### src/rtl/game_ctrl_if.sv
// Signal bundle between the game sequencer and the surrounding datapath:
// mouse/frame/bird/pipe status in, game state and scores out.
interface game_ctrl_if #(
   parameter int SCORE_W = 8
);
   logic               mouse_left;
   logic               frame_tick;
   logic [10:0]        bird_y;
   logic               collision;
   logic               pipe_passed;
   logic [1:0]         game_state;
   logic               game_rst;
   logic               play_en;
   logic [SCORE_W-1:0] score;
   logic [SCORE_W-1:0] high_score;

   modport master (
      output mouse_left, frame_tick, bird_y, collision, pipe_passed,
      input  game_state, game_rst, play_en, score, high_score
   );

   modport slave (
      input  mouse_left, frame_tick, bird_y, collision, pipe_passed,
      output game_state, game_rst, play_en, score, high_score
   );
endinterface

### src/rtl/game_ctrl.sv
// Flappy-bird game sequencer: IDLE/PLAY/OVER state machine, start pulse,
// death detection, saturating score and high score tracking.
module game_ctrl #(
   parameter int FLOOR_Y        = 700,
   parameter int CEIL_Y         = 0,
   parameter int BIRD_HEIGHT    = 100,
   parameter int HOLDOFF_FRAMES = 60,
   parameter int SCORE_W        = 8
) (
   input logic         clk,
   input logic         rst,
   game_ctrl_if.slave  bus
);
   localparam int HOLD_W = $clog2(HOLDOFF_FRAMES + 1);
   localparam logic [HOLD_W-1:0] HOLD_MAX = HOLD_W'(HOLDOFF_FRAMES);

   typedef enum logic [1:0] {
      IDLE = 2'd0,
      PLAY = 2'd1,
      OVER = 2'd2
   } state_e;

   state_e              state_q, state_d;
   logic                game_rst_q, game_rst_d;
   logic                play_en_q, play_en_d;
   logic [SCORE_W-1:0]  score_q, score_d;
   logic [SCORE_W-1:0]  high_score_q, high_score_d;
   logic [HOLD_W-1:0]   holdoff_q, holdoff_d;
   logic                mouse_prev_q;

   logic                click;
   logic                death;
   logic [11:0]         bird_bottom;

   // Bottom edge is formed at 12 bits so a large bird_y cannot wrap past the floor.
   assign bird_bottom = {1'b0, bus.bird_y} + 12'(BIRD_HEIGHT);
   assign death = bus.collision | (bus.bird_y <= 11'(CEIL_Y)) | (bird_bottom >= 12'(FLOOR_Y));
   assign click = bus.mouse_left & ~mouse_prev_q;

   always_comb begin
      state_d      = state_q;
      game_rst_d   = 1'b0;
      score_d      = score_q;
      high_score_d = high_score_q;
      holdoff_d    = holdoff_q;

      case (state_q)
         IDLE: begin
            if (click) begin
               state_d    = PLAY;
               score_d    = '0;
               game_rst_d = 1'b1;
            end
         end
         PLAY: begin
            // bird_y is still stale during the start-pulse cycle, so death waits one cycle.
            if (death && !game_rst_q) begin
               state_d   = OVER;
               holdoff_d = '0;
               if (score_q > high_score_q) begin
                  high_score_d = score_q;
               end
            end else if (bus.pipe_passed && (score_q != '1)) begin
               score_d = score_q + 1'b1;
            end
         end
         OVER: begin
            if (bus.frame_tick && (holdoff_q != HOLD_MAX)) begin
               holdoff_d = holdoff_q + 1'b1;
            end
            if (click && (holdoff_q == HOLD_MAX)) begin
               state_d = IDLE;
            end
         end
         default: state_d = IDLE;
      endcase

      play_en_d = (state_d == PLAY);
   end

   always_ff @(posedge clk) begin
      if (rst) begin
         state_q      <= IDLE;
         game_rst_q   <= 1'b0;
         play_en_q    <= 1'b0;
         score_q      <= '0;
         high_score_q <= '0;
         holdoff_q    <= '0;
         mouse_prev_q <= 1'b0;
      end else begin
         state_q      <= state_d;
         game_rst_q   <= game_rst_d;
         play_en_q    <= play_en_d;
         score_q      <= score_d;
         high_score_q <= high_score_d;
         holdoff_q    <= holdoff_d;
         mouse_prev_q <= bus.mouse_left;
      end
   end

   assign bus.game_state = state_q;
   assign bus.game_rst   = game_rst_q;
   assign bus.play_en    = play_en_q;
   assign bus.score      = score_q;
   assign bus.high_score = high_score_q;
endmodule
### src/flat_wrapper.sv
// flat-port wrapper written by rule: the top's interface ports become plain ports
module game_ctrl_flat 
#(
   parameter int FLOOR_Y        = 700,
   parameter int CEIL_Y         = 0,
   parameter int BIRD_HEIGHT    = 100,
   parameter int HOLDOFF_FRAMES = 60,
   parameter int SCORE_W        = 8
)
  (clk, rst, bus_mouse_left, bus_frame_tick, bus_bird_y, bus_collision, bus_pipe_passed, bus_game_state, bus_game_rst, bus_play_en, bus_score, bus_high_score);
  game_ctrl_if #(.SCORE_W(SCORE_W)) bus_i ();
  input logic clk;
  input logic rst;
  input wire logic [$bits(bus_i.mouse_left)-1:0] bus_mouse_left;
  input wire logic [$bits(bus_i.frame_tick)-1:0] bus_frame_tick;
  input wire logic [$bits(bus_i.bird_y)-1:0] bus_bird_y;
  input wire logic [$bits(bus_i.collision)-1:0] bus_collision;
  input wire logic [$bits(bus_i.pipe_passed)-1:0] bus_pipe_passed;
  output wire logic [$bits(bus_i.game_state)-1:0] bus_game_state;
  output wire logic [$bits(bus_i.game_rst)-1:0] bus_game_rst;
  output wire logic [$bits(bus_i.play_en)-1:0] bus_play_en;
  output wire logic [$bits(bus_i.score)-1:0] bus_score;
  output wire logic [$bits(bus_i.high_score)-1:0] bus_high_score;
  assign bus_i.mouse_left = bus_mouse_left;
  assign bus_i.frame_tick = bus_frame_tick;
  assign bus_i.bird_y = bus_bird_y;
  assign bus_i.collision = bus_collision;
  assign bus_i.pipe_passed = bus_pipe_passed;
  assign bus_game_state = bus_i.game_state;
  assign bus_game_rst = bus_i.game_rst;
  assign bus_play_en = bus_i.play_en;
  assign bus_score = bus_i.score;
  assign bus_high_score = bus_i.high_score;
  game_ctrl #(.FLOOR_Y(FLOOR_Y), .CEIL_Y(CEIL_Y), .BIRD_HEIGHT(BIRD_HEIGHT), .HOLDOFF_FRAMES(HOLDOFF_FRAMES), .SCORE_W(SCORE_W)) u_core (.clk(clk), .rst(rst), .bus(bus_i));
endmodule
### config.mk
export PLATFORM = sky130hd
export DESIGN_NAME = game_ctrl_flat
export DESIGN_NICKNAME = d
export VERILOG_FILES = /design/src/rtl/game_ctrl_if.sv /design/src/rtl/game_ctrl.sv /design/src/flat_wrapper.sv
export SDC_FILE = /design/constraint.sdc
export NUM_CORES = 1
export LEC_CHECK = 0
export CORE_MARGIN = 5
export CORE_UTILIZATION = 40
export CTS_CLUSTER_SIZE = 16
export DETAILED_ROUTE_END_ITERATION = 10
export GPL_ROUTABILITY_DRIVEN = 0
export PLACE_DENSITY = 0.66
export SYNTH_ARGS = -nofsm -noshare
export SYNTH_HDL_FRONTEND = slang
export SYNTH_SLANG_ARGS = --single-unit
export TNS_END_PERCENT = 50
### constraint.sdc
create_clock -name clk -period 2.85 [get_ports clk]
set_input_delay 0.57 -clock clk [delete_from_list [all_inputs] [get_ports clk]]
set_output_delay 0.57 -clock clk [all_outputs]
set_load 0.01 [all_outputs]
==> impl_metrics.tcl <==
set metrics [dict create \
    outcome "complete, no violations" \
    max-cap-violations 0 \
    fin_util_pct 53.7 \
    cp_max_fo 3 \
    synth-seq-cells 27 \
    final_nets 271 \
    wl_um 3950 \
    hold_path_class "reg2reg" \
    powerDensity_nw_per_um2 366 \
    synth_cell_types 43 \
    synth-main-ff-cell "dfxtp_1" \
    grt_setup_unrepaired "no" \
    regToRegSetupSlack_ps 590 \
    synth_edf_count 0 \
    final_cell_mix "36 x clkdlybuf4s50_1, 27 x dfxtp_1, 25 x nand2_1" \
    grt_util_all_layers_pct 15.4 \
    finClkSkew_ps 6.47 \
    grt_pass1_wl_um 6820 \
    coreArea_um2 4000 \
    clockBufferDepth 2 \
    crit_required_ps 3040 \
    dp_hpwl_um 3130 \
    cts_tree "yes" \
    netlist_top_cells_area "dfxtp_1 33%, ha_1 11%, nand2_1 5.7%" \
    num_vias 1603 \
    hold_depth 2 \
    yosys_warnings 0 \
    crit_slowest_cell "or4_2" \
    tns_ps 0 \
    cts-resized-gates 0 \
    syn-num-nets 230 \
    io_pins 37 \
    start_kind "input port" \
    p_leak_nw 0.714 \
    worst-r2r-cell-count 7 \
    cts_sinks 27 \
    first_pass_iters 4 \
    ctsHoldBuffers 0 \
    path_clk_slew_ps 100 \
    finalHoldWorstSlack_ps 481 \
    hold_viol 0 \
    slew_viol_final 0 \
    seq_area_frac_synth_pct 32.8 \
    grt_overflow_total 0 \
    fin_crit_sh_pct 87.2 \
    r2r-start "u_core.bus.game_state[1]" \
    period_needed_ps 2490 \
    avgSynthCellArea_um2 8.34 \
    num_rows 23 \
    drt_iter0_markers 69 \
    drc_errors 0 \
    post_drt_wl_per_cell_um 13.7 \
    dieArea_um2 5510 \
    cpPeakStageDelay_ps 620 \
    final_common_cell "clkdlybuf4s50_1" \
    dieWidth_um 74.2 \
    drtAntennaViolNets 0 \
    synth_top_area_share_pct 32.8 \
    postCtsSetupBuffers 0 \
    syn2layout_area_growth_pct 30.3 \
    start_util_pct 41.3 \
    synth_top_cell_by_area "dfxtp_1" \
    path_cells "clkdlybuf4s50_1 -> or4_4 -> o311ai_2 -> nand3_1 -> or4_2 -> o31ai_1" \
    r2r-end "u_core.holdoff_q[0]" \
    worstHoldStart "u_core.bus.high_score[3]" \
    setup_viol 0 \
    min_to "u_core.bus.high_score[3]" \
    arrival_ps 2670 \
    end_kind "flip-flop" \
    max_freq_mhz 402 \
    drive_gt1_share_pct 6.30 \
    ctsRootBufferMaster "clkbuf_8" \
    synthCells 198 \
    async_reset_ff_share_pct 0 \
    cts_buffers 3 \
    h-tree-depth 1 \
    clk-insertion-delay-late_ps 280 \
    diodes 0 \
    worstMarginPinSlew_ps 518 \
    antenna_found_initial 0 \
    die_y_um 74.2 \
    path_class "in2reg" \
    grt_pass1_vias 1551 \
    netlist_area_um2 1650 \
    peakVddDrop_v 0.000210 \
    grt_max_degree 16 \
    portBuffers 36 \
    max_slew_margin_pct 65.1 \
    via_per_inst 5.57 \
]
## power by group
part           internal, mW  switching, mW  total, mW
registers             0.386        0.00907      0.395
logic                0.0792         0.0883      0.167
clock network        0.0981          0.125      0.223
total                 0.564          0.222      0.786
## flip-flops by register name, indices dropped and copies added (netlist names)
register	flops
u_core.bus.high_score	8
u_core.bus.score	8
u_core.holdoff_q	6
u_core.bus.game_state	2
u_core.bus.game_rst	1
u_core.bus.play_en	1
u_core.mouse_prev_q	1
## per-stage QoR
stage                     cells  setup WS, ps  power, mW  instance area, µm²
final                       288           364      0.786                2150
after detailed placement    284          62.4      0.572                2100
after floorplan             198           603      0.500                1650
after global routing        288           205      0.830                2150
after CTS                   288           366      0.798                2150
after global placement      284           109      0.571                2100
## cells in the mapped netlist (2+ instances only)
| cell type | instances |
|---|---|
| a21o_1 | 2 |
| a31oi_1 | 2 |
| o31ai_1 | 7 |
| or4_1 | 6 |
| clkbuf_1 | 4 |
| a21oi_1 | 12 |
| nor4_1 | 3 |
| nand2b_1 | 4 |
| o21ai_0 | 8 |
| nand4_1 | 5 |
| nand2_1 | 25 |
| dfxtp_1 | 27 |
| ha_1 | 15 |
| nor2_1 | 9 |
| a32o_1 | 3 |
| o211ai_1 | 4 |
| or3_1 | 3 |
| nand3_1 | 10 |
| mux2i_1 | 8 |
| inv_1 | 15 |
| nor3_1 | 2 |
| nor2b_1 | 3 |
## cell type report
class,instances,area (µm²)
Clock buffer,3,41.3
Clock inverter,1,5.00
Fill cell,413,1850
Inverter,15,56.3
Multi-Input combinational cell,151,1030
Sequential cell,27,541
Tap cell,50,62.6
Timing Repair Buffer,41,410
## how the worst max path moves through the flow
stage	start	endpoint	slack [ps]	depth (start not counted)
finish	bus_bird_y[0]	u_core.holdoff_q[0]	360	6
detailed placement	bus_bird_y[0]	u_core.holdoff_q[0]	60	6
global route	bus_bird_y[3]	u_core.bus.score[5]	210	6
global placement	bus_bird_y[0]	u_core.holdoff_q[0]	110	6
CTS	bus_bird_y[0]	u_core.holdoff_q[0]	370	6
floorplan	bus_bird_y[0]	u_core.holdoff_q[0]	600	5
## critical path, delay by kind of cell
kind	cells	cell delay (ps)
AND/OR/NAND/NOR	3	1320
AO/OA/AOI/OAI	2	380
buffers and inverters	1	400
## routing by layer
metal  part of all wire (%)  GRT usage [%]
met5                      0              0
met4                   0.63           1.19
met2                     49           28.7
met1                     45           18.6
met3                    5.7           3.65
## cell families (layout without fill, tap and decap cells)
kind of cell	count (synthesis)	in the layout	share of synthesized area, %
simple gates	78	78	25.0
mux	8	8	4.85
compound gates	49	49	20.9
flops	27	27	32.8
fa+ha+maj	15	15	11.4
buf+inv	20	60	4.62
xor+xnor	1	1	0.531
(Power assumes the default switching activity.)
